### src/rtl/keypad_pkg.sv
// Shared constants and helpers for the 4x4 keypad scan controller.
package keypad_pkg;

  localparam int unsigned NUM_ROWS = 4;
  localparam int unsigned NUM_COLS = 4;
  localparam int unsigned NUM_KEYS = 16;

  localparam int unsigned KEY_P1_UP   = 1;
  localparam int unsigned KEY_P1_DOWN = 9;
  localparam int unsigned KEY_P2_UP   = 3;
  localparam int unsigned KEY_P2_DOWN = 11;

  typedef logic [1:0] row_idx_t;

  // Bit positions of the paddle pulse vector.
  typedef enum logic [1:0] {
    PadP1Up   = 2'd0,
    PadP1Down = 2'd1,
    PadP2Up   = 2'd2,
    PadP2Down = 2'd3
  } pad_e;

  function automatic logic [NUM_ROWS-1:0] row_onehot(row_idx_t idx);
    return 4'b0001 << idx;
  endfunction

endpackage

### src/rtl/keypad_debounce.sv
// Single-key debounce: the stable level flips after DEBOUNCE_SCANS consecutive
// differing samples, evaluated once per full scan (update_i).
module keypad_debounce #(
  parameter int unsigned DEBOUNCE_SCANS = 4
) (
  input  logic clk,
  input  logic rst_n,
  input  logic update_i,
  input  logic raw_i,
  output logic stable_o,
  output logic stable_d_o,
  output logic rise_o
);

  localparam int unsigned CntW = $clog2(DEBOUNCE_SCANS + 1);

  logic [CntW-1:0] cnt_q, cnt_d;
  logic            stable_q, stable_d;

  always_comb begin
    cnt_d    = cnt_q;
    stable_d = stable_q;
    if (update_i) begin
      if (raw_i != stable_q) begin
        if (cnt_q == CntW'(DEBOUNCE_SCANS - 1)) begin
          stable_d = ~stable_q;
          cnt_d    = '0;
        end else begin
          cnt_d = cnt_q + 1'b1;
        end
      end else begin
        cnt_d = '0;
      end
    end
  end

  always_ff @(posedge clk or negedge rst_n) begin
    if (!rst_n) begin
      cnt_q    <= '0;
      stable_q <= 1'b0;
    end else begin
      cnt_q    <= cnt_d;
      stable_q <= stable_d;
    end
  end

  assign stable_o   = stable_q;
  assign stable_d_o = stable_d;
  assign rise_o     = update_i & ~stable_q & stable_d;

endmodule

### src/rtl/keypad_scan_ctrl.sv
// 4x4 keypad row scanner, per-key debounce and two-player paddle arbitration.
// Define KEYPAD_AUTOREPEAT_EN to add auto-repeat of held paddle keys.
module keypad_scan_ctrl
  import keypad_pkg::*;
#(
  parameter int unsigned DWELL_CYCLES   = 1000,
  parameter int unsigned SETTLE_CYCLES  = 100,
  parameter int unsigned DEBOUNCE_SCANS = 4,
  parameter int unsigned REPEAT_SCANS   = 50
) (
  input  logic                clk,
  input  logic                rst_n,
  output logic [NUM_ROWS-1:0] row_o,
  input  logic [NUM_COLS-1:0] col_i,
  output logic [NUM_KEYS-1:0] key_state_o,
  output logic                scan_done_o,
  output logic                key_press_o,
  output logic [3:0]          key_code_o,
  output logic                p1_up_o,
  output logic                p1_down_o,
  output logic                p2_up_o,
  output logic                p2_down_o
);

  localparam int unsigned DwellW = $clog2(DWELL_CYCLES);

  if (DWELL_CYCLES < 2 || SETTLE_CYCLES >= DWELL_CYCLES || DEBOUNCE_SCANS < 1 ||
      REPEAT_SCANS < 1) begin : g_param_check
    $error("keypad_scan_ctrl: illegal parameter combination");
  end

  logic [DwellW-1:0]   dwell_q, dwell_d;
  row_idx_t            row_idx_q, row_idx_d;
  logic [NUM_KEYS-1:0] raw_q, raw_d;
  logic                scan_done_q, key_press_q;
  logic [3:0]          key_code_q, key_code_d;
  logic [3:0]          pad_q, pad_d;

  logic                scan_end;
  logic [NUM_KEYS-1:0] stable, stable_nxt, rise;
  logic [3:0]          low_idx;
  logic [3:0]          pad_rise, pad_nxt, conflict, rep_fire;
  logic                p1_conflict, p2_conflict;
  logic                unused_nxt;

  assign scan_end = (row_idx_q == 2'd3) && (dwell_q == DwellW'(DWELL_CYCLES - 1));

  always_comb begin
    dwell_d   = dwell_q + 1'b1;
    row_idx_d = row_idx_q;
    raw_d     = raw_q;
    if (dwell_q == DwellW'(DWELL_CYCLES - 1)) begin
      dwell_d   = '0;
      row_idx_d = row_idx_q + 1'b1;
    end
    if (dwell_q == DwellW'(SETTLE_CYCLES)) begin
      for (int c = 0; c < NUM_COLS; c++) begin
        raw_d[{row_idx_q, 2'(c)}] = col_i[c];
      end
    end
  end

  for (genvar k = 0; k < NUM_KEYS; k++) begin : g_key
    keypad_debounce #(
      .DEBOUNCE_SCANS(DEBOUNCE_SCANS)
    ) u_debounce (
      .clk       (clk),
      .rst_n     (rst_n),
      .update_i  (scan_end),
      .raw_i     (raw_q[k]),
      .stable_o  (stable[k]),
      .stable_d_o(stable_nxt[k]),
      .rise_o    (rise[k])
    );
  end

  assign unused_nxt = ^stable_nxt;

  // Lowest rising index wins the key_code report.
  always_comb begin
    low_idx = '0;
    for (int k = NUM_KEYS - 1; k >= 0; k--) begin
      if (rise[k]) low_idx = 4'(k);
    end
  end

  assign pad_rise = {rise[KEY_P2_DOWN], rise[KEY_P2_UP], rise[KEY_P1_DOWN], rise[KEY_P1_UP]};
  assign pad_nxt  = {stable_nxt[KEY_P2_DOWN], stable_nxt[KEY_P2_UP],
                     stable_nxt[KEY_P1_DOWN], stable_nxt[KEY_P1_UP]};

  // Conflicts use the post-update levels so a simultaneous up+down rise is suppressed.
  assign p1_conflict = pad_nxt[PadP1Up] & pad_nxt[PadP1Down];
  assign p2_conflict = pad_nxt[PadP2Up] & pad_nxt[PadP2Down];
  assign conflict    = {p2_conflict, p2_conflict, p1_conflict, p1_conflict};

`ifdef KEYPAD_AUTOREPEAT_EN
  localparam int unsigned RepW = $clog2(REPEAT_SCANS + 1);

  logic [3:0][RepW-1:0] rep_q, rep_d;

  always_comb begin
    rep_d    = rep_q;
    rep_fire = '0;
    if (scan_end) begin
      for (int i = 0; i < 4; i++) begin
        if (pad_rise[i] || !pad_nxt[i]) begin
          rep_d[i] = '0;
        end else if (!conflict[i]) begin
          if (rep_q[i] == RepW'(REPEAT_SCANS - 1)) begin
            rep_fire[i] = 1'b1;
            rep_d[i]    = '0;
          end else begin
            rep_d[i] = rep_q[i] + 1'b1;
          end
        end
      end
    end
  end

  always_ff @(posedge clk or negedge rst_n) begin
    if (!rst_n) rep_q <= '0;
    else        rep_q <= rep_d;
  end
`else
  assign rep_fire = '0;
`endif

  always_comb begin
    pad_d      = (pad_rise & ~conflict) | rep_fire;
    key_code_d = key_code_q;
    if (|rise) key_code_d = low_idx;
  end

  always_ff @(posedge clk or negedge rst_n) begin
    if (!rst_n) begin
      dwell_q     <= '0;
      row_idx_q   <= '0;
      raw_q       <= '0;
      scan_done_q <= 1'b0;
      key_press_q <= 1'b0;
      key_code_q  <= '0;
      pad_q       <= '0;
    end else begin
      dwell_q     <= dwell_d;
      row_idx_q   <= row_idx_d;
      raw_q       <= raw_d;
      scan_done_q <= scan_end;
      key_press_q <= |rise;
      key_code_q  <= key_code_d;
      pad_q       <= pad_d;
    end
  end

  assign row_o       = row_onehot(row_idx_q);
  assign key_state_o = stable;
  assign scan_done_o = scan_done_q;
  assign key_press_o = key_press_q;
  assign key_code_o  = key_code_q;
  assign p1_up_o     = pad_q[PadP1Up];
  assign p1_down_o   = pad_q[PadP1Down];
  assign p2_up_o     = pad_q[PadP2Up];
  assign p2_down_o   = pad_q[PadP2Down];

endmodule
### config.mk
export PLATFORM = sky130hd
export DESIGN_NAME = keypad_scan_ctrl
export DESIGN_NICKNAME = d
export VERILOG_FILES = /design/src/rtl/keypad_pkg.sv /design/src/rtl/keypad_debounce.sv /design/src/rtl/keypad_scan_ctrl.sv
export SDC_FILE = /design/constraint.sdc
export NUM_CORES = 1
export LEC_CHECK = 0
export BUFFER_PORTS_ARGS = -buffer_cell sky130_fd_sc_hd__buf_2
export CORE_MARGIN = 2
export CORE_UTILIZATION = 35
export CTS_CLUSTER_SIZE = 40
export DETAILED_ROUTE_END_ITERATION = 10
export PLACE_DENSITY = 0.58
export SYNTH_ARGS = -nofsm -noshare
export SYNTH_HDL_FRONTEND = slang
export SYNTH_SLANG_ARGS = --single-unit
### constraint.sdc
create_clock -name clk -period 3.2 [get_ports clk]
set_clock_uncertainty 0.15 [all_clocks]
set_input_delay 0.32 -clock clk [delete_from_list [all_inputs] [get_ports clk]]
set_output_delay 0.32 -clock clk [all_outputs]
set_load 0.05 [all_outputs]
==> metrics.md <==
| Metric | Value |
|---|---|
| Synth unique cells | `49` |
| Syn Nets | `488` |
| Clk_lat worst skew | `0.35 ns` |
| Via Count | `3465` |
| MaxCap Viol Count | `0` |
| Peak supply drop | `0.000269 V` |
| GRT Residual Overflow | `0` |
| Hold Crit Class | `in2reg` |
| Overall power | `2.34 mW` |
| DRT Wirelength | `10400 um` |
| Max Slew Vio Count | `0` |
| Final WS setup | `0.593 ns` |
| Endpoints failing setup | `0` |
| Fmax | `384 MHz` |
| Buf/Inv on CP | `2` |
| First-pass GRT wire length | `17400 um` |
| Flop2flop setup slack | `0.59 ns` |
| Post-synth EDFFs | `0` |
| CP delay by family, top | `simple AND/OR/NAND/NOR gates` |
| Async SR Flop Fraction | `100%` |
| Peak per-stage delay on the critical path | `~0.70 ns` |
| Worst r2r src | `row_idx_q[0]` |
| Vias per cell | `5.13` |
| Final period util | `approximately four fifths` |
| H-tree depth | `3` |
| Register area share after synthesis | `49.4%` |
| Slew margin rel. | `48.1%` |
| Final core occ | `39.6%` |
| Main area contributors after synthesis | `dfrtp_1 49%, mux2_2 6.1%, ha_1 5.3%, nor2_1 3.7%, xnor2_1 3.2%` |
| Nets | `514` |
| Mapped Avg Cell Area | `11.2 um2` |
| Die Width | `around 130 um` |
| Hold depth | `3` |
| Fin Setup TNS | `0 ns` |
| RSZ-0062 raised after global routing | `no` |
| Synthesized instance count | `460` |
| IO Port Bufs | `35` |
| Largest net degree at the start of global routing | `about 70` |
| Final Instance Count excl. Fillers | `675` |
| Row count | `44` |
| Initial antenna violation count | `0` |
| Critical Path AT | `2.69 ns` |
| Min-Delay Startpoint | `col_i[0]` |
| Root Driver | `clkbuf_16` |
| Clock Pin Slew Worst Setup and Hold Paths | `0.07 ns` |
| Final ANT Viol Nets | `0` |
| Post-Syn Area | `5170 um2` |
| Register bit total from synthesis | `102` |
| CTS Buf Count | `9` |
| Iter 0 DRT Violations | `205` |
| Final hold vios | `0` |
| Post-placement cell count | `658` |
| Share of the synthesized area in the top cell type | `roughly half` |
| Starting density of the core | `35.7%` |
| Min-Delay Endpoint | `raw_q[12]` |
| Commonest non-fill, non-tap cell in the layout | `dfrtp_1` |
| Synth Flop Type | `dfrtp_1` |
| Critical Path Fanout Max | `12` |
| WL/cell | `15.4 um` |
| Worst Path Required | `~3.3 ns` |
| Yosys Warn Count | `0` |
| TritonRoute pass-1 iters | `4` |
| CTS max path bufs | `2` |
| Core footprint | `~14000 um2` |
| Worst-path cell chain | `ha_1, inv_1, or4_2, inv_1, and3_1, mux2_2` |
| Crit path kind | `reg2reg` |
| CP endpoint kind | `flip-flop` |
| Crit-path most repeated cell | `inv_1` |
| Die height | `126 um` |
| Layout area overhead | `11.0%` |
| GRT Resource Usage Total | `13.9%` |
| Routability congestion estimate | `0.811` |
| CTS tree | `yes` |
| Post-layout min period | `2.61 ns` |
| Die Area | `15800 um2` |
| Commonest cells after routing, fill and taps aside | `102 x dfrtp_1, 51 x nor2_1, 34 x buf_2` |
| P_leak | `2.80 nW` |
| Status | `completed` |
| Critical Path Start Type | `flip-flop` |
| Vias in the first global route | `3408` |
| Post-DP HPWL | `roughly 7500 um` |
| Post-CTS sizing | `0` |
| ANT cells | `0` |
| Post-synth top area cell | `dfrtp_1` |
| Reg2reg end | `g_key[10].u_debounce.stable_o` |
| Power density over cell area | `407 nW/um2` |
| # DRC | `0` |
| Slew @ Worst Pin | `0.768 ns` |
| Register-to-Register Path Depth | `6` |
| Number of clock sinks | `102` |
| Pre-CTS WS | `0.575 ns` |
| Io pins | `36` |
| Layout cell share with drive strength beyond 1 | `21.2%` |
| CP max-delay cell | `or4_2` |
## through the flow
step / hold slack [ns] / instance area, um2
floorplan: -0.126 / 5170
global placement: 0.240 / 5460
detailed placement: 0.252 / 5460
CTS: 0.105 / 5740
global route: 0.134 / 5740
finish: 0.123 / 5740
## synthesized netlist by cell type, types with 2 or more instances
cell and n:
dfrtp_1 102, nor2_1 51, nand2_1 29, mux2_2 28, ha_1 22, o21ai_0 22
xnor2_1 19, buf_4 17, a21o_1 16, nand2b_1 16, inv_1 15, nor4bb_1 13
nand3b_1 10, o21a_1 10, nor4b_2 8, nor2b_1 6, a21oi_1 5, and3_1 5
buf_2 5, clkbuf_1 5, xor2_1 5, a2111oi_2 4, and2_0 3, nor3_1 3
nor4_2 3, nor4b_1 3, a2111oi_0 2, a31oi_1 2, and2_1 2, buf_6 2
mux2_1 2, nand3_1 2, nand4_1 2, nand4b_1 2, nor3b_1 2, nor4_1 2
o31ai_1 2, or4bb_1 2
## registers in the layout (all words and copies together), names as in the netlist, 2 cells and up
register,flops
g_key.u_debounce.cnt_q,48
g_key.u_debounce.stable_o,16
raw_q,16
dwell_q,10
key_code_o,4
pad_q,4
row_idx_q,2
## worst reg2reg max path: cells and delay by family (launching register included)
kind	cells	cell delay (ns)
DFF	1	0.38
and+or+nand+nor	2	0.94
muxes	1	0.33
buffers and inverters	2	0.50
adders and majority gates	1	0.20
## cell families after synthesis
group | synth area share [%]
and+or+nand+nor | 20.2
DFF | 49.4
AOI/OAI and AO/OA | 9.68
buffers and inverters | 4.84
muxes | 6.54
xor gates and xnor gates | 4.07
adders and majority gates | 5.33
## repair_timing
action                    CTS  global route
hold buffers                1             0
hold endpoints to repair   49             0
buffers inserted            0             0
## per-layer routing
layer / GRT usage, % / routed length, um
met3: 4.49 / 469
met4: 3.66 / 155
met2: 21.7 / 4750
met5: 0 / 0
met1: 18.7 / 5000
## power breakdown
part	total [mW]	internal [mW]	switching [mW]
Clock	1.01	0.545	0.467
Sequential	1.29	1.29	0
Combinational	0.0356	0.00605	0.0296
Total	2.34	1.84	0.496
## area by class of cell
type | instances | area, um2
clock inverters | 4 | 22.5
inverters | 15 | 56.3
flip-flops and latches | 102 | 2550
repair buffers | 44 | 260
multi-input cells | 314 | 2370
well taps | 184 | 230
fillers | 1371 | 8740
clock buffers | 12 | 246
## worst max path at each step
stage	to	start	slack [ns]	depth (start not counted)
2_1_floorplan	g_key[2].u_debounce.stable_o	row_idx_q[0]	0.66	8
3_3_place_gp	g_key[13].u_debounce.stable_o	dwell_q[0]	0.62	6
3_5_place_dp	g_key[10].u_debounce.stable_o	row_idx_q[0]	0.58	6
4_1_cts	g_key[10].u_debounce.stable_o	row_idx_q[0]	0.56	6
5_1_grt	g_key[8].u_debounce.cnt_q[0]	dwell_q[0]	0.41	6
6_report	g_key[10].u_debounce.stable_o	row_idx_q[0]	0.59	6
No activity file was read; power rests on OpenSTA's default activity.
